$ cat config.mk
export PLATFORM = sky130hd
export DESIGN_NAME = writeback_unit
export DESIGN_NICKNAME = d
export VERILOG_FILES = /design/src/rtl/wb_pkg.sv /design/src/rtl/wb_fifo.sv /design/src/rtl/writeback_unit.sv
export SDC_FILE = /design/constraint.sdc
export NUM_CORES = 1
export LEC_CHECK = 0
export BUFFER_PORTS_ARGS = -buffer_cell sky130_fd_sc_hd__buf_4
export CORE_ASPECT_RATIO = 1.1
export CORE_MARGIN = 2
export CORE_UTILIZATION = 55
export DETAILED_ROUTE_END_ITERATION = 16
export PLACE_DENSITY_LB_ADDON = 0.08
export SLEW_MARGIN = 10
export SYNTH_ARGS = -nofsm -noshare
export SYNTH_HDL_FRONTEND = slang
export SYNTH_SLANG_ARGS = --single-unit
$ cat constraint.sdc
create_clock -name clk -period 6.15 [get_ports clk]
set_input_delay 0.9225 -clock clk [delete_from_list [all_inputs] [get_ports clk]]
set_output_delay 0.9225 -clock clk [all_outputs]
set_load 0.02 [all_outputs]
$ cat src/rtl/wb_pkg.sv
// Shared widths and the queued load-return entry type for the writeback unit.
package wb_pkg;
  localparam int DATA_W = 32;
  localparam int ADDR_W = 5;
  localparam int QDEPTH = 4;

  typedef struct packed {
    logic [ADDR_W-1:0] rd;
    logic [DATA_W-1:0] data;
    logic              live;
  } wb_entry_t;
endpackage

$ cat src/rtl/wb_fifo.sv
// Load-return queue; an accepted ALU write can kill every stored entry that
// targets the same register so the stale load value is never written.
module wb_fifo
  import wb_pkg::*;
#(
  parameter  int DEPTH = QDEPTH,
  localparam int PTR_W = $clog2(DEPTH),
  localparam int CNT_W = PTR_W + 1
) (
  input  logic              clk,
  input  logic              rst_n,
  input  logic              push_i,
  input  wb_entry_t         push_entry_i,
  input  logic              pop_i,
  input  logic              kill_i,
  input  logic [ADDR_W-1:0] kill_rd_i,
  output wb_entry_t         head_o,
  output logic              empty_o,
  output logic              full_o
);

  wb_entry_t        mem_q [DEPTH];
  logic [PTR_W-1:0] rd_ptr_q, wr_ptr_q;
  logic [CNT_W-1:0] count_q;
  logic             do_push, do_pop;

  assign empty_o = (count_q == '0);
  assign full_o  = (count_q == CNT_W'(DEPTH));
  assign do_push = push_i && !full_o;
  assign do_pop  = pop_i && !empty_o;
  assign head_o  = mem_q[rd_ptr_q];

  // NOTE: sequential state uses non-blocking assignments so every flop samples
  // the pre-edge values regardless of statement order.
  always_ff @(posedge clk or negedge rst_n) begin
    if (!rst_n) begin
      rd_ptr_q <= '0;
      wr_ptr_q <= '0;
      count_q  <= '0;
    end else begin
      if (do_push) wr_ptr_q <= wr_ptr_q + PTR_W'(1);
      if (do_pop)  rd_ptr_q <= rd_ptr_q + PTR_W'(1);
      case ({do_push, do_pop})
        2'b10:   count_q <= count_q + CNT_W'(1);
        2'b01:   count_q <= count_q - CNT_W'(1);
        default: count_q <= count_q;
      endcase
    end
  end

  // NOTE: entry storage is not reset; emptiness is defined by the pointers and
  // count alone, so stale contents are never observed.
  always_ff @(posedge clk) begin
    if (kill_i) begin
      for (int i = 0; i < DEPTH; i++) begin
        if (mem_q[i].rd == kill_rd_i) mem_q[i].live <= 1'b0;
      end
    end
    if (do_push) mem_q[wr_ptr_q] <= push_entry_i;
  end

endmodule

$ cat src/rtl/writeback_unit.sv
// Register-file writeback arbiter: ALU results win, queued load returns fill
// idle slots, and a per-register scoreboard tracks outstanding loads.
module writeback_unit
  import wb_pkg::*;
#(
  parameter int DATA_W = wb_pkg::DATA_W,
  parameter int ADDR_W = wb_pkg::ADDR_W,
  parameter int QDEPTH = wb_pkg::QDEPTH
) (
  input  logic                 clk,
  input  logic                 reset,
  input  logic                 alu_valid,
  input  logic [ADDR_W-1:0]    alu_rd,
  input  logic [DATA_W-1:0]    alu_data,
  input  logic                 ld_issue,
  input  logic [ADDR_W-1:0]    ld_issue_rd,
  input  logic                 ld_valid,
  input  logic [ADDR_W-1:0]    ld_rd,
  input  logic [DATA_W-1:0]    ld_data,
  output logic                 ld_ready,
  output logic                 we,
  output logic [ADDR_W-1:0]    waddr,
  output logic [DATA_W-1:0]    wbdata,
  output logic [2**ADDR_W-1:0] pending,
  output logic                 ovf
);

  localparam int NREG = 2 ** ADDR_W;

  logic              we_q, we_d;
  logic [ADDR_W-1:0] waddr_q, waddr_d;
  logic [DATA_W-1:0] wbdata_q, wbdata_d;
  logic [NREG-1:0]   pending_q, pending_d;
  logic              ovf_q;

  logic              alu_acc, ld_acc, ld_live, bypass, push, pop;
  logic              fifo_empty, fifo_full;
  logic              clr;
  logic [ADDR_W-1:0] clr_rd;
  wb_entry_t         push_entry, head;

  assign alu_acc  = alu_valid && (alu_rd != '0);
  assign ld_ready = !fifo_full;
  assign ld_acc   = ld_valid && ld_ready;
  // Loads to x0 are accepted and dropped here; they never occupy the queue.
  assign ld_live  = ld_acc && (ld_rd != '0);
  assign bypass   = ld_live && fifo_empty && !alu_acc;
  assign push     = ld_live && !bypass;
  assign pop      = !alu_acc && !fifo_empty;

  always_comb begin
    push_entry.rd   = ld_rd;
    push_entry.data = ld_data;
    push_entry.live = !(alu_acc && (alu_rd == ld_rd));
  end

  wb_fifo #(.DEPTH(QDEPTH)) u_fifo (
    .clk          (clk),
    .rst_n        (reset),
    .push_i       (push),
    .push_entry_i (push_entry),
    .pop_i        (pop),
    .kill_i       (alu_acc),
    .kill_rd_i    (alu_rd),
    .head_o       (head),
    .empty_o      (fifo_empty),
    .full_o       (fifo_full)
  );

  // NOTE: every signal driven here gets a default first, so no path through the
  // if-chain can leave one unassigned and infer a latch.
  always_comb begin
    we_d     = 1'b0;
    waddr_d  = waddr_q;
    wbdata_d = wbdata_q;
    clr      = 1'b0;
    clr_rd   = '0;
    if (alu_acc) begin
      we_d     = 1'b1;
      waddr_d  = alu_rd;
      wbdata_d = alu_data;
    end else if (pop) begin
      clr    = 1'b1;
      clr_rd = head.rd;
      if (head.live) begin
        we_d     = 1'b1;
        waddr_d  = head.rd;
        wbdata_d = head.data;
      end
    end else if (bypass) begin
      clr      = 1'b1;
      clr_rd   = ld_rd;
      we_d     = 1'b1;
      waddr_d  = ld_rd;
      wbdata_d = ld_data;
    end
  end

  // Clear before set so a same-cycle issue to the retiring register stays pending.
  always_comb begin
    pending_d = pending_q;
    if (clr)                          pending_d = pending_d & ~(NREG'(1) << clr_rd);
    if (ld_issue && ld_issue_rd != '0) pending_d = pending_d | (NREG'(1) << ld_issue_rd);
    pending_d[0] = 1'b0;
  end

  always_ff @(posedge clk or negedge reset) begin
    if (!reset) begin
      we_q      <= 1'b0;
      waddr_q   <= '0;
      wbdata_q  <= '0;
      pending_q <= '0;
      ovf_q     <= 1'b0;
    end else begin
      we_q      <= we_d;
      waddr_q   <= waddr_d;
      wbdata_q  <= wbdata_d;
      pending_q <= pending_d;
      if (ld_valid && !ld_ready) ovf_q <= 1'b1;
    end
  end

  assign we      = we_q;
  assign waddr   = waddr_q;
  assign wbdata  = wbdata_q;
  assign pending = pending_q;
  assign ovf     = ovf_q;

endmodule

==> results of run 1 <==
==> sequential cells by signal (all words and copies together) (netlist names) <==
register and flops:
waddr 5, u_fifo.mem_q 152, ovf 1, wbdata 32, we 1, u_fifo.wr_ptr_q 2, u_fifo.rd_ptr_q 2, u_fifo.count_q 3
pending 31
==> routing by layer <==
| layer | track usage, % | vias to the layer above | wire (um) |
|---|---|---|---|
| li1 | - | 3106 | - |
| met1 | 30.5 | 3453 | 9380 |
| met2 | 44.9 | 269 | 12500 |
| met3 | 4.08 | 61 | 1330 |
| met4 | 8.39 | 0 | 641 |
| met5 | 0 | - | 0 |
==> layout by cell type, fill, tap and decap left out, drive strengths merged, types with 2 or more instances in the layout <==
master,n
nand2,169
buf,158
edfxtp,152
dfrtp,77
a21oi,73
mux4,38
o21ai,37
clkbuf,28
o31ai,22
xor2,18
xnor2,13
inv,12
nor2,10
a22o,8
o41ai,8
bufinv,8
nor3,7
and3,6
nand3,5
a41o,5
ha,5
a21o,4
and2,4
clkinvlp,4
a22oi,4
o211ai,3
a311oi,3
nand4,3
a211oi,3
or3,3
and3b,2
a31oi,2
or4,2
nor3b,2
a211o,2
clkinv,2
nor4b,2
==> power by group through the flow <==
stage / combinational (mW) / sequential (mW) / clock (mW)
2_1_floorplan: 1.34 / 2.59 / 0
3_3_place_gp: 2.31 / 2.40 / 0
3_5_place_dp: 2.36 / 2.43 / 0
4_1_cts: 2.37 / 2.41 / 1.72
5_1_grt: 2.57 / 2.45 / 1.78
6_report: 2.35 / 2.40 / 1.70
==> layout make-up <==
type / count / area share [%]
clock buffers: 28 / 5.26
clock inverters: 16 / 2.42
inverters: 10 / 0.305
multi-input cells: 474 / 27.1
flip-flops and latches: 229 / 52.8
well taps: 238 / 2.42
repair buffers: 158 / 9.65
==> cell families (layout without fill, tap and decap cells) <==
family	Yosys count	count (layout)	synth area share, %
mux	38	38	8.49
other cells	1	1	0.0372
flops	229	229	64.4
simple gates	218	218	9.41
buf+inv	63	212	2.67
fa+ha+maj	6	6	0.819
compound gates	180	180	11.5
xor+xnor	31	31	2.69
==> stage by stage <==
step | area [um^2] | hold slack, ps | setup WS (ps) | utilization (%)
final | 12300 | 485 | 2870 | 69.1
after global placement | 11300 | 463 | 2450 | 63.7
after detailed placement | 11300 | 472 | 2360 | 63.7
after floorplan | 10100 | 578 | 2740 | -
after CTS | 12300 | 489 | 2880 | 69.0
after global routing | 12300 | 514 | 2750 | 69.1
==> worst max-delay path, cell delays in order <==
cell     delay, ps
buf_4          150
or3_4          420
o31ai_4        580
a21oi_1        420
and2_2         660
a41o_1         370
==> worst paths after layout <==
kind                                                from                                to  slack [ps]
max                                            alu_rd[0]  u_fifo.mem_q[3][0]$_SDFFCE_PN0P_        2870
min reg2reg                         waddr[2]$_DFFE_PN0P_              waddr[2]$_DFFE_PN0P_         480
max in group asynchronous                          reset    u_fifo.rd_ptr_q[0]$_DFFE_PN0P_        4860
min                                 waddr[2]$_DFFE_PN0P_              waddr[2]$_DFFE_PN0P_         480
min in group asynchronous                          reset     u_fifo.count_q[2]$_DFFE_PN0P_         590
max reg2reg                u_fifo.count_q[2]$_DFFE_PN0P_  u_fifo.mem_q[3][0]$_SDFFCE_PN0P_        3110
==> metrics.txt, run 1 <==
# TYPE chip_impl_metric gauge
chip_impl_info{name="run_status",value="finished, final reports clean"} 1
chip_impl_metric{name="cts_max_level",unit=""} 1
chip_impl_metric{name="postSynthRegisterBits",unit=""} 229
chip_impl_info{name="synth.area.top_cells",value="edfxtp_1 45%, dfrtp_1 19%, mux4_2 8.5%, nand2_1 6.3%, a21oi_1 3.6%"} 1
chip_impl_metric{name="fp.dieW",unit="um"} 133
chip_impl_metric{name="synth_seq_area_share",unit="%"} 64.4
chip_impl_metric{name="synth_edf_count",unit=""} 152
chip_impl_metric{name="timing_max_transition_violations_final",unit=""} 0
chip_impl_metric{name="die_height",unit="um"} 146
chip_impl_info{name="cts_root_buffer",value="clkbuf_16"} 1
chip_impl_metric{name="number_of_diodes",unit=""} 0
chip_impl_metric{name="timing.hold.worst_path_depth",unit=""} 1
chip_impl_metric{name="cts_setup_buffers",unit=""} 0
chip_impl_metric{name="synth-warning-count",unit=""} 0
chip_impl_metric{name="timing.clock.skew",unit="ps"} 22.0
chip_impl_metric{name="critical_path.max_fanout",unit=""} 38
chip_impl_metric{name="netSwitchingPower",unit="mW"} 2.26
chip_impl_metric{name="pin_count_of_the_biggest_net_entering_global_routing",unit=""} 78
chip_impl_metric{name="p_per_area",unit="mW/mm^2"} 524
chip_impl_metric{name="routability_congestion",unit=""} 0.905
chip_impl_metric{name="initial_antenna_violation_count",unit=""} 0
chip_impl_metric{name="synth_largest_type_area_fraction",unit="%"} 45.3
chip_impl_metric{name="vdd.ir_drop.worst",unit="mV"} 0.348
chip_impl_info{name="min-delay-path-class",value="flop to flop"} 1
chip_impl_metric{name="filler_free_cell_count_of_the_finished_design",unit=""} 1153
chip_impl_info{name="yosysTopAreaCell",value="edfxtp_1"} 1
chip_impl_metric{name="netSwitchingFraction",unit="%"} 35.0
chip_impl_metric{name="dr_total_vias",unit=""} 6889
chip_impl_metric{name="number_of_max_capacitance_violations_reported",unit=""} 0
chip_impl_metric{name="power_frac_seq",unit="%"} 37.3
chip_impl_metric{name="power_leakage",unit="nW"} 4.78
chip_impl_metric{name="finalWirelength",unit="um"} 23800
chip_impl_metric{name="combinationalPowerShare",unit="%"} 36.4
chip_impl_metric{name="syn-instance-count",unit=""} 766
chip_impl_info{name="tritoncts",value="built"} 1
chip_impl_metric{name="worst_skew_pair.late_latency",unit="ps"} 520
chip_impl_metric{name="fill_cells",unit=""} 1288
chip_impl_metric{name="post-route-drc-count",unit=""} 0
chip_impl_metric{name="ant_nets",unit=""} 0
chip_impl_metric{name="clock-sinks",unit=""} 229
chip_impl_info{name="timing_worst_setup_path_type",value="input port to flop"} 1
chip_impl_metric{name="fp.dieArea",unit="mm^2"} 0.0194
chip_impl_metric{name="post-place-cells",unit=""} 1109
chip_impl_metric{name="syn-cell-area",unit="mm^2"} 0.0101
chip_impl_metric{name="final_critical_period",unit="ps"} 3280
chip_impl_metric{name="post_cts_resized",unit=""} 0
chip_impl_metric{name="gr-usage-all-layers",unit="%"} 24.9
chip_impl_metric{name="synthArstFlopShare",unit="%"} 33.6
chip_impl_metric{name="synthesis.nets",unit=""} 856
chip_impl_metric{name="cts_hold_fix_bufs",unit=""} 0
chip_impl_info{name="cell_types_with_the_highest_counts_after_synthesis",value="169 x nand2_1, 152 x edfxtp_1, 77 x dfrtp_1, 73 x a21oi_1, 38 x mux4_2"} 1
chip_impl_info{name="synth_most_common_cell",value="nand2_1"} 1
chip_impl_metric{name="area.sequential",unit="mm^2"} 0.00649
chip_impl_metric{name="floorplan.initialDensity",unit="%"} 56.6
chip_impl_metric{name="globalRouteOverflowTotal",unit=""} 0
chip_impl_metric{name="io_buffers",unit=""} 154
chip_impl_info{name="synth_flop_cell",value="edfxtp_1"} 1
chip_impl_metric{name="dp_hpwl",unit="um"} 14900
chip_impl_metric{name="layout-area-overhead-vs-synth",unit="%"} 22.0
chip_impl_metric{name="total_power",unit="mW"} 6.45
chip_impl_metric{name="core_region_area",unit="mm^2"} 0.0178
chip_impl_metric{name="final_hold_fails",unit=""} 0
chip_impl_metric{name="timing.slew.headroom",unit="%"} 28.6
chip_impl_metric{name="clkTransAtPathRegs",unit="ps"} 60
chip_impl_metric{name="drt_iter0_drc",unit=""} 439
chip_impl_metric{name="internal_pwr_total",unit="mW"} 4.19
chip_impl_metric{name="avgRoutedWirePerCell",unit="um"} 20.7
chip_impl_metric{name="yosys.cell_types.count",unit=""} 56
chip_impl_info{name="setup.worst_path.end_class",value="flop"} 1
chip_impl_metric{name="worstMarginPinSlew",unit="ps"} 1070
chip_impl_metric{name="cts_buffers",unit=""} 24
chip_impl_metric{name="drt-vias-per-instance",unit=""} 5.97
chip_impl_info{name="worst_setup_path_start_kind",value="input port"} 1
chip_impl_metric{name="timing.critical_path.arrival",unit="ps"} 3540
chip_impl_metric{name="fin_crit_sh",unit="%"} 53.3
chip_impl_metric{name="r2r.worst_path.cells",unit=""} 5
chip_impl_metric{name="top_level_ports",unit=""} 156
chip_impl_metric{name="clock_buffer_depth",unit=""} 3
chip_impl_metric{name="detailedRoute.firstPassIterationCount",unit=""} 6
chip_impl_metric{name="grt_first_pass_wirelength",unit="um"} 38400
chip_impl_metric{name="required",unit="ps"} 6410
chip_impl_metric{name="syn_avg_cell_area",unit="um^2"} 13.2
chip_impl_metric{name="multi_input_comb_area",unit="mm^2"} 0.00334
chip_impl_metric{name="rows",unit=""} 51
chip_impl_metric{name="final_stage_net_count",unit=""} 987
chip_impl_metric{name="clkPwrFrac",unit="%"} 26.3
chip_impl_metric{name="tns",unit="ps"} 0
chip_impl_metric{name="max_freq",unit="MHz"} 305
chip_impl_metric{name="finalSetupViolCount",unit=""} 0
chip_impl_metric{name="number_of_global_route_vias_before_repair",unit=""} 7344
chip_impl_metric{name="drive_gt1_share",unit="%"} 28.2
chip_impl_info{name="grt_setup_unrepaired",value="false"} 1
No activity file was read; power rests on OpenSTA's default activity.
==> run 2, diff against run 1 <==
clock period = 3.09 ns   (was 6.15 ns; I/O delays follow)
==> run 2 against run 1 <==
Routed wire length up 3.8%; sequential share of layout area up 0.13 points; critical path type is now flop to flop; cell area down 0.24%; total power up 92%; clock skew down 14 ps; clock power up 64%; sequential power up 97%; combinational power up 110%; non-clock buffer count up 13; count of clock-buffer cells in the layout up 10; die area unchanged.
==> metrics.txt, run 2 (synthesized netlist as in run 1, its figures left out) <==
# TYPE chip_impl_metric gauge
chip_impl_metric{name="post-route-drc-count",unit=""} 0
chip_impl_metric{name="die_height",unit="um"} 146
chip_impl_metric{name="detailedRoute.firstPassIterationCount",unit=""} 5
chip_impl_metric{name="largest_register_ff_count",unit=""} 152
chip_impl_info{name="r2r-end",value="u_fifo.mem_q[1][30]$_DFFE_PP_"} 1
chip_impl_metric{name="globalRouteOverflowTotal",unit=""} 0
chip_impl_metric{name="finalSetupViolCount",unit=""} 0
chip_impl_metric{name="ant_nets",unit=""} 0
chip_impl_info{name="min-delay-path-class",value="input port to async pin"} 1
chip_impl_metric{name="number_of_global_route_vias_before_repair",unit=""} 7368
chip_impl_metric{name="tns",unit="ps"} 0
chip_impl_info{name="run_status",value="finished, final reports clean"} 1
chip_impl_metric{name="reg2reg_slack",unit="ps"} 310
chip_impl_metric{name="power_leakage",unit="nW"} 4.78
chip_impl_metric{name="final_hold_fails",unit=""} 0
chip_impl_metric{name="filler_free_cell_count_of_the_finished_design",unit=""} 1166
chip_impl_info{name="worst_setup_path_start_kind",value="flop"} 1
chip_impl_metric{name="worst_skew_pair.late_latency",unit="ps"} 510
chip_impl_info{name="grt_setup_unrepaired",value="false"} 1
chip_impl_metric{name="fp.dieArea",unit="mm^2"} 0.0194
chip_impl_metric{name="fin_crit_sh",unit="%"} 90.0
chip_impl_metric{name="max_freq",unit="MHz"} 360
chip_impl_metric{name="timing_max_transition_violations_final",unit=""} 0
chip_impl_metric{name="core_region_area",unit="mm^2"} 0.0178
chip_impl_metric{name="cts_setup_buffers",unit=""} 0
chip_impl_metric{name="final_stage_net_count",unit=""} 1000
chip_impl_metric{name="top_level_ports",unit=""} 156
chip_impl_metric{name="finalWirelength",unit="um"} 24700
chip_impl_metric{name="required",unit="ps"} 3240
chip_impl_metric{name="rows",unit=""} 51
chip_impl_metric{name="number_of_diodes",unit=""} 0
chip_impl_metric{name="cts_buffers",unit=""} 24
chip_impl_info{name="layout.cells.most_common_list",value="169 x nand2_1, 166 x buf_4, 152 x edfxtp_1"} 1
chip_impl_info{name="final_common_cell",value="nand2_1"} 1
chip_impl_metric{name="layout-area-overhead-vs-synth",unit="%"} 21.7
chip_impl_metric{name="critPathMaxStageDelay",unit="ps"} 670
chip_impl_metric{name="drt-vias-per-instance",unit=""} 5.89
chip_impl_metric{name="worstMarginPinSlew",unit="ps"} 1040
chip_impl_metric{name="grt_first_pass_wirelength",unit="um"} 39500
chip_impl_metric{name="worstPathBufferInverterCount",unit=""} 1
chip_impl_metric{name="clkTransAtPathRegs",unit="ps"} 60
chip_impl_info{name="tritoncts",value="built"} 1
chip_impl_info{name="critical_path.top_delay_family",value="compound AO/OA/AOI/OAI gates"} 1
chip_impl_metric{name="timing.critical_path.arrival",unit="ps"} 2930
chip_impl_metric{name="final_critical_period",unit="ps"} 2780
chip_impl_metric{name="r2r.worst_path.cells",unit=""} 5
chip_impl_metric{name="avgRoutedWirePerCell",unit="um"} 21.2
chip_impl_metric{name="floorplan.initialDensity",unit="%"} 56.6
chip_impl_metric{name="vdd.ir_drop.worst",unit="mV"} 0.721
chip_impl_metric{name="dp_hpwl",unit="um"} 16200
chip_impl_metric{name="post-place-cells",unit=""} 1122
chip_impl_metric{name="dr_total_vias",unit=""} 6863
chip_impl_metric{name="pin_count_of_the_biggest_net_entering_global_routing",unit=""} 78
chip_impl_metric{name="gr-usage-all-layers",unit="%"} 26.2
chip_impl_metric{name="timing.slew.headroom",unit="%"} 30.9
chip_impl_metric{name="routability_congestion",unit=""} 0.964
chip_impl_info{name="timing_worst_setup_path_type",value="flop to flop"} 1
chip_impl_metric{name="cts_max_level",unit=""} 1
chip_impl_metric{name="drive_gt1_share",unit="%"} 28.1
chip_impl_metric{name="initial_antenna_violation_count",unit=""} 0
chip_impl_info{name="crit_chain",value="or3b_2, o211ai_1, a21oi_1, and2_2, buf_4"} 1
chip_impl_metric{name="drt_iter0_drc",unit=""} 423
chip_impl_metric{name="post_cts_resized",unit=""} 0
chip_impl_metric{name="fill_cells",unit=""} 1269
chip_impl_metric{name="cts_hold_fix_bufs",unit=""} 0
chip_impl_info{name="top_register",value="u_fifo.mem_q"} 1
chip_impl_metric{name="number_of_max_capacitance_violations_reported",unit=""} 0
chip_impl_metric{name="io_buffers",unit=""} 154
chip_impl_info{name="cpMaxStageDelayCell",value="a21oi_1"} 1
chip_impl_info{name="rr_startpoint",value="u_fifo.count_q[2]$_DFFE_PN0P_"} 1
chip_impl_info{name="cts_root_buffer",value="clkbuf_16"} 1
chip_impl_info{name="setup.worst_path.end_class",value="flop"} 1
chip_impl_metric{name="fp.dieW",unit="um"} 133
chip_impl_metric{name="timing.clock.skew",unit="ps"} 7.87
chip_impl_metric{name="clock-sinks",unit=""} 229
chip_impl_metric{name="clock_buffer_depth",unit=""} 3
chip_impl_metric{name="critical_path.max_fanout",unit=""} 31
chip_impl_metric{name="p_per_area",unit="mW/mm^2"} 1010
==> run 2: worst max path at each step <==
stage,from,end,slack [ps],depth (start not counted)
2_1_floorplan,alu_rd[2],u_fifo.mem_q[0][0]$_SDFFCE_PN0P_,140,7
3_3_place_gp,ld_rd[1],u_fifo.count_q[2]$_DFFE_PN0P_,270,11
3_5_place_dp,ld_rd[1],u_fifo.count_q[2]$_DFFE_PN0P_,200,11
4_1_cts,u_fifo.count_q[2]$_DFFE_PN0P_,u_fifo.mem_q[1][24]$_DFFE_PP_,340,5
5_1_grt,u_fifo.count_q[2]$_DFFE_PN0P_,u_fifo.mem_q[1][24]$_DFFE_PP_,120,5
6_report,u_fifo.count_q[2]$_DFFE_PN0P_,u_fifo.mem_q[1][30]$_DFFE_PP_,310,5
==> run 2: report_power, final <==
part | internal, mW | switching, mW | total (mW)
clock | 1.64 | 1.14 | 2.78
sequential | 4.22 | 0.493 | 4.72
combinational | 2.02 | 2.87 | 4.89
==> run 2: routing by layer <==
layer	track usage, %	part of all wire [%]
met1	32.1	39
met2	46.5	52
met3	4.88	6.2
met4	9.73	3.2
met5	0	0
==> run 2: worst register-to-register path: stages, from the launching register on <==
cell,delay [ps]
dfrtp_1,490
or3b_2,280
o211ai_1,110
a21oi_1,670
and2_2,390
buf_4,460
==> run 2: layout make-up <==
cell class,count,area [um^2],area share [%]
tap,238,298,2.43
multi-input combinational,474,3330,27.1
sequential,229,6490,52.9
clock inverter,6,56.3,0.459
clock buffer,38,704,5.74
timing repair buffer,171,1350,11.0
inverter,10,37.5,0.306
==> run 2: through the flow <==
step,hold WS (ps),worst slack (ps),instance area [um^2],power [mW],util [%]
floorplan,168,143,10100,7.81,-
global placement,463,268,11500,9.52,64.6
detailed placement,474,201,11500,9.66,64.6
CTS,147,342,12300,12.5,68.9
global route,146,122,12300,13.1,68.9
finish,146,309,12300,12.4,68.9
==> run 3, diff against run 2 <==
ABC_AREA = 1   (was not set)
==> run 3 against run 2 <==
Global-route usage shrank 0.65 points; synthesized area grew 2.7%; total power decreased by 0.11%; sequential share of layout area decreased by 0.98 points; worst setup slack better by 460 ps; clock skew shrank 1.4 ps; critical path type unchanged; largest power group unchanged.
==> metrics.txt, run 3 <==
# TYPE chip_impl_metric gauge
chip_impl_info{name="r2r-end",value="u_fifo.count_q[2]$_DFFE_PN0P_"} 1
chip_impl_metric{name="timing.clock.skew",unit="ps"} 6.45
chip_impl_info{name="top_layer_used",value="met4"} 1
chip_impl_metric{name="timing.hold.worst_path_depth",unit=""} 1
chip_impl_info{name="final_common_cell",value="nand2_1"} 1
chip_impl_metric{name="final_setup_slack_of_the_worst_path",unit="ps"} 765
chip_impl_info{name="layout.cells.most_common_list",value="199 x nand2_1, 174 x buf_4, 152 x edfxtp_1"} 1
chip_impl_metric{name="reg2reg_slack",unit="ps"} 760
chip_impl_metric{name="syn_avg_cell_area",unit="um^2"} 10.7
chip_impl_metric{name="fin_hold_ws",unit="ps"} 162
chip_impl_info{name="rr_startpoint",value="u_fifo.count_q[0]$_DFFE_PN0P_"} 1
chip_impl_metric{name="tns",unit="ps"} 0
chip_impl_metric{name="filler_free_cell_count_of_the_finished_design",unit=""} 1367
chip_impl_metric{name="ant_nets",unit=""} 0
chip_impl_metric{name="core_region_area",unit="mm^2"} 0.0184
chip_impl_info{name="min_to",value="u_fifo.mem_q[1][15]$_DFFE_PP_"} 1
chip_impl_info{name="cts_root_buffer",value="clkbuf_16"} 1
chip_impl_metric{name="wl_met1",unit="um"} 11200
chip_impl_metric{name="number_of_global_route_vias_before_repair",unit=""} 7675
chip_impl_metric{name="largest_register_ff_count",unit=""} 152
chip_impl_metric{name="combinationalPowerShare",unit="%"} 38.5
chip_impl_metric{name="critical_path.max_fanout",unit=""} 8
chip_impl_metric{name="routability_congestion",unit=""} 0.855
chip_impl_metric{name="pin_count_of_the_biggest_net_entering_global_routing",unit=""} 39
chip_impl_metric{name="placed_area",unit="mm^2"} 0.0117
chip_impl_metric{name="post-route-drc-count",unit=""} 0
chip_impl_metric{name="detailedRoute.firstPassIterationCount",unit=""} 6
chip_impl_metric{name="number_of_diodes",unit=""} 0
chip_impl_info{name="synth_most_common_cell",value="nand2_1"} 1
chip_impl_metric{name="synthArstFlopShare",unit="%"} 33.6
chip_impl_metric{name="dr_total_vias",unit=""} 7716
chip_impl_metric{name="clkTransAtPathRegs",unit="ps"} 60
chip_impl_info{name="synth_flop_cell",value="edfxtp_1"} 1
chip_impl_metric{name="fin_crit_sh",unit="%"} 75.2
chip_impl_metric{name="timing.critical_path.arrival",unit="ps"} 2710
chip_impl_info{name="min_from",value="ld_data[14]"} 1
chip_impl_info{name="synth_top_family_by_area",value="simple AND/OR/NAND/NOR gates"} 1
chip_impl_info{name="cell_types_with_the_highest_counts_after_synthesis",value="199 x nand2_1, 152 x edfxtp_1, 97 x nor2_1, 80 x o21ai_0, 77 x dfrtp_1"} 1
chip_impl_metric{name="post_synthesis_simple_gate_area_fraction",unit="%"} 20.0
chip_impl_metric{name="stdcell_area",unit="mm^2"} 0.0125
chip_impl_metric{name="timing_max_transition_violations_final",unit=""} 0
chip_impl_metric{name="syn-cell-area",unit="mm^2"} 0.0103
chip_impl_metric{name="internal_pwr_total",unit="mW"} 7.72
chip_impl_metric{name="worst_skew_pair.late_latency",unit="ps"} 510
chip_impl_metric{name="io_buffers",unit=""} 154
chip_impl_metric{name="avgRoutedWirePerCell",unit="um"} 18.3
chip_impl_metric{name="floorplan.initialDensity",unit="%"} 56.2
chip_impl_metric{name="finalWirelength",unit="um"} 25100
chip_impl_metric{name="worstMarginPinSlew",unit="ps"} 787
chip_impl_metric{name="cts_max_level",unit=""} 1
chip_impl_metric{name="clkPwrFrac",unit="%"} 23.8
chip_impl_metric{name="synthesis.nets",unit=""} 1054
chip_impl_metric{name="gr-usage-all-layers",unit="%"} 25.6
chip_impl_metric{name="yosys.cell_types.count",unit=""} 45
chip_impl_metric{name="synth_edf_count",unit=""} 152
chip_impl_metric{name="synth-warning-count",unit=""} 0
chip_impl_info{name="min-delay-path-class",value="input port to flop"} 1
chip_impl_metric{name="drt-vias-per-instance",unit=""} 5.64
chip_impl_metric{name="power_leakage",unit="nW"} 5.00
chip_impl_metric{name="grt_first_pass_wirelength",unit="um"} 40300
chip_impl_metric{name="required",unit="ps"} 3470
chip_impl_metric{name="rows",unit=""} 52
chip_impl_info{name="tritoncts",value="built"} 1
chip_impl_info{name="grt_setup_unrepaired",value="false"} 1
chip_impl_metric{name="r2r.worst_path.cells",unit=""} 11
chip_impl_metric{name="drive_gt1_share",unit="%"} 22.7
chip_impl_metric{name="globalRouteOverflowTotal",unit=""} 0
chip_impl_metric{name="timing.slew.headroom",unit="%"} 47.5
chip_impl_metric{name="routed-wl-met2",unit="um"} 12300
chip_impl_metric{name="top_level_ports",unit=""} 156
chip_impl_metric{name="synth_xor_area_share",unit="%"} 2.20
chip_impl_metric{name="number_of_max_capacitance_violations_reported",unit=""} 0
chip_impl_metric{name="synth_largest_type_area_fraction",unit="%"} 44.1
chip_impl_metric{name="clock_buffer_depth",unit=""} 3
chip_impl_metric{name="synth_seq_area_share",unit="%"} 62.7
chip_impl_metric{name="final_hold_fails",unit=""} 0
chip_impl_info{name="top_register",value="u_fifo.mem_q"} 1
chip_impl_metric{name="netSwitchingPower",unit="mW"} 4.65
chip_impl_metric{name="synth_compound_area_share",unit="%"} 9.36
chip_impl_metric{name="cts_buffers",unit=""} 23
chip_impl_metric{name="power_frac_seq",unit="%"} 37.7
chip_impl_metric{name="max_freq",unit="MHz"} 430
chip_impl_metric{name="final_stage_net_count",unit=""} 1197
chip_impl_metric{name="placement.setup.worst_slack",unit="ps"} 717
chip_impl_info{name="synth.area.top_cells",value="edfxtp_1 44%, dfrtp_1 19%, nand2_1 7.2%, nand4_1 4.4%, o21ai_0 3.9%"} 1
chip_impl_metric{name="layout-area-overhead-vs-synth",unit="%"} 20.8
chip_impl_info{name="yosysTopAreaCell",value="edfxtp_1"} 1
chip_impl_info{name="run_status",value="finished, final reports clean"} 1
chip_impl_metric{name="vdd.ir_drop.worst",unit="mV"} 0.525
chip_impl_metric{name="syn-instance-count",unit=""} 964
chip_impl_metric{name="dp_hpwl",unit="um"} 16300
chip_impl_metric{name="p_per_area",unit="mW/mm^2"} 990
chip_impl_metric{name="postSynthRegisterBits",unit=""} 229
chip_impl_metric{name="synth_fa_ha_area_share",unit="%"} 0.798
chip_impl_metric{name="netSwitchingFraction",unit="%"} 37.6
chip_impl_metric{name="drt_iter0_drc",unit=""} 568
chip_impl_metric{name="fp.dieArea",unit="mm^2"} 0.0199
chip_impl_metric{name="post_cts_resized",unit=""} 0
chip_impl_metric{name="post-place-cells",unit=""} 1324
chip_impl_metric{name="clock-sinks",unit=""} 229
chip_impl_info{name="timing_worst_setup_path_type",value="flop to flop"} 1
chip_impl_metric{name="finalSetupViolCount",unit=""} 0
chip_impl_info{name="setup.worst_path.end_class",value="flop"} 1
chip_impl_info{name="worst_setup_path_start_kind",value="flop"} 1
chip_impl_metric{name="met3_length",unit="um"} 1230
chip_impl_metric{name="cts_setup_buffers",unit=""} 0
chip_impl_metric{name="final_critical_period",unit="ps"} 2330
chip_impl_metric{name="post_synth_mux_area_share",unit="%"} 0
chip_impl_metric{name="initial_antenna_violation_count",unit=""} 0
chip_impl_metric{name="die_height",unit="um"} 148
chip_impl_metric{name="fp.dieW",unit="um"} 135
-- run 3: cell count changes in the layout (fill, tap and decap cells not counted), moves of 9 or more --
cell / before / now
mux4_2: 38 / 0
o21ai_0: 35 / 80
inv_2: 0 / 9
nand4_1: 2 / 72
nand2_1: 169 / 199
nor2_1: 10 / 93
o31ai_1: 21 / 1
nor2_4: 0 / 10
o21a_1: 1 / 32
nand3_1: 5 / 35
inv_1: 10 / 29
a21oi_1: 73 / 5
o22ai_1: 0 / 33
-- run 3: repair_timing --
action | 4_1_cts | 5_1_grt
hold buffers | 1 | 0
endpoints found under the setup margin | 0 | 0
endpoints found under the hold margin | 30 | 0
-- run 3: cell type report --
cell class	count	area (um^2)
well taps	243	304
clock buffers	26	597
inverters	40	158
clock inverters	16	205
multi-input cells	636	3380
repair buffers	177	1360
flip-flops and latches	229	6490
fillers	1420	5920
-- run 3: worst max-delay path by stage --
stage,cells after the start,startpoint,to,slack (ps)
2_1_floorplan,8,alu_rd[4],u_fifo.mem_q[0][10]$_DFFE_PP_,-170
3_3_place_gp,12,alu_rd[2],u_fifo.count_q[2]$_DFFE_PN0P_,730
3_5_place_dp,12,alu_rd[2],u_fifo.count_q[2]$_DFFE_PN0P_,720
4_1_cts,11,u_fifo.count_q[0]$_DFFE_PN0P_,u_fifo.count_q[2]$_DFFE_PN0P_,790
5_1_grt,11,u_fifo.count_q[0]$_DFFE_PN0P_,u_fifo.count_q[2]$_DFFE_PN0P_,560
6_report,11,u_fifo.count_q[0]$_DFFE_PN0P_,u_fifo.count_q[2]$_DFFE_PN0P_,760
-- run 3: metrics by stage --
step	total power [mW]	utilization, %
after global placement	9.40	63.4
after global routing	13.1	67.9
final	12.4	67.9
after CTS	12.5	67.9
after floorplan	7.80	-
after detailed placement	9.49	63.4
-- run 3: power groups by stage --
| stage | combinational, mW | clock (mW) | sequential (mW) |
|---|---|---|---|
| global route | 5.23 | 3.10 | 4.76 |
| detailed placement | 4.77 | 0 | 4.71 |
| CTS | 4.80 | 2.99 | 4.67 |
| global placement | 4.69 | 0 | 4.70 |
| finish | 4.76 | 2.94 | 4.67 |
| floorplan | 2.69 | 0 | 5.11 |
-- run 3: critical path, stage by stage, from the launching register on --
cell and delay (ps):
dfrtp_1 440, nor2_4 180, nand2_2 140, inv_2 170, nand2_1 140, nand2_1 120, ha_1 150, inv_1 70
fa_1 380, a21oi_1 150, o21ai_0 120, xor2_1 160
-- run 3: kinds of logic (layout without fill, tap and decap cells) --
group	after synthesis	in the layout
AOI/OAI and AO/OA	161	161
DFF	229	229
xor gates and xnor gates	26	26
and+or+nand+nor	442	442
adders and majority gates	6	6
other	1	1
buffers and inverters	99	259
-- run 3: metal layers --
metal | vias to the layer above | GRT usage [%]
li1 | 3675 | -
met5 | - | 0
met2 | 210 | 42.7
met3 | 35 | 3.43
met1 | 3796 | 35.7
met4 | 0 | 6.74
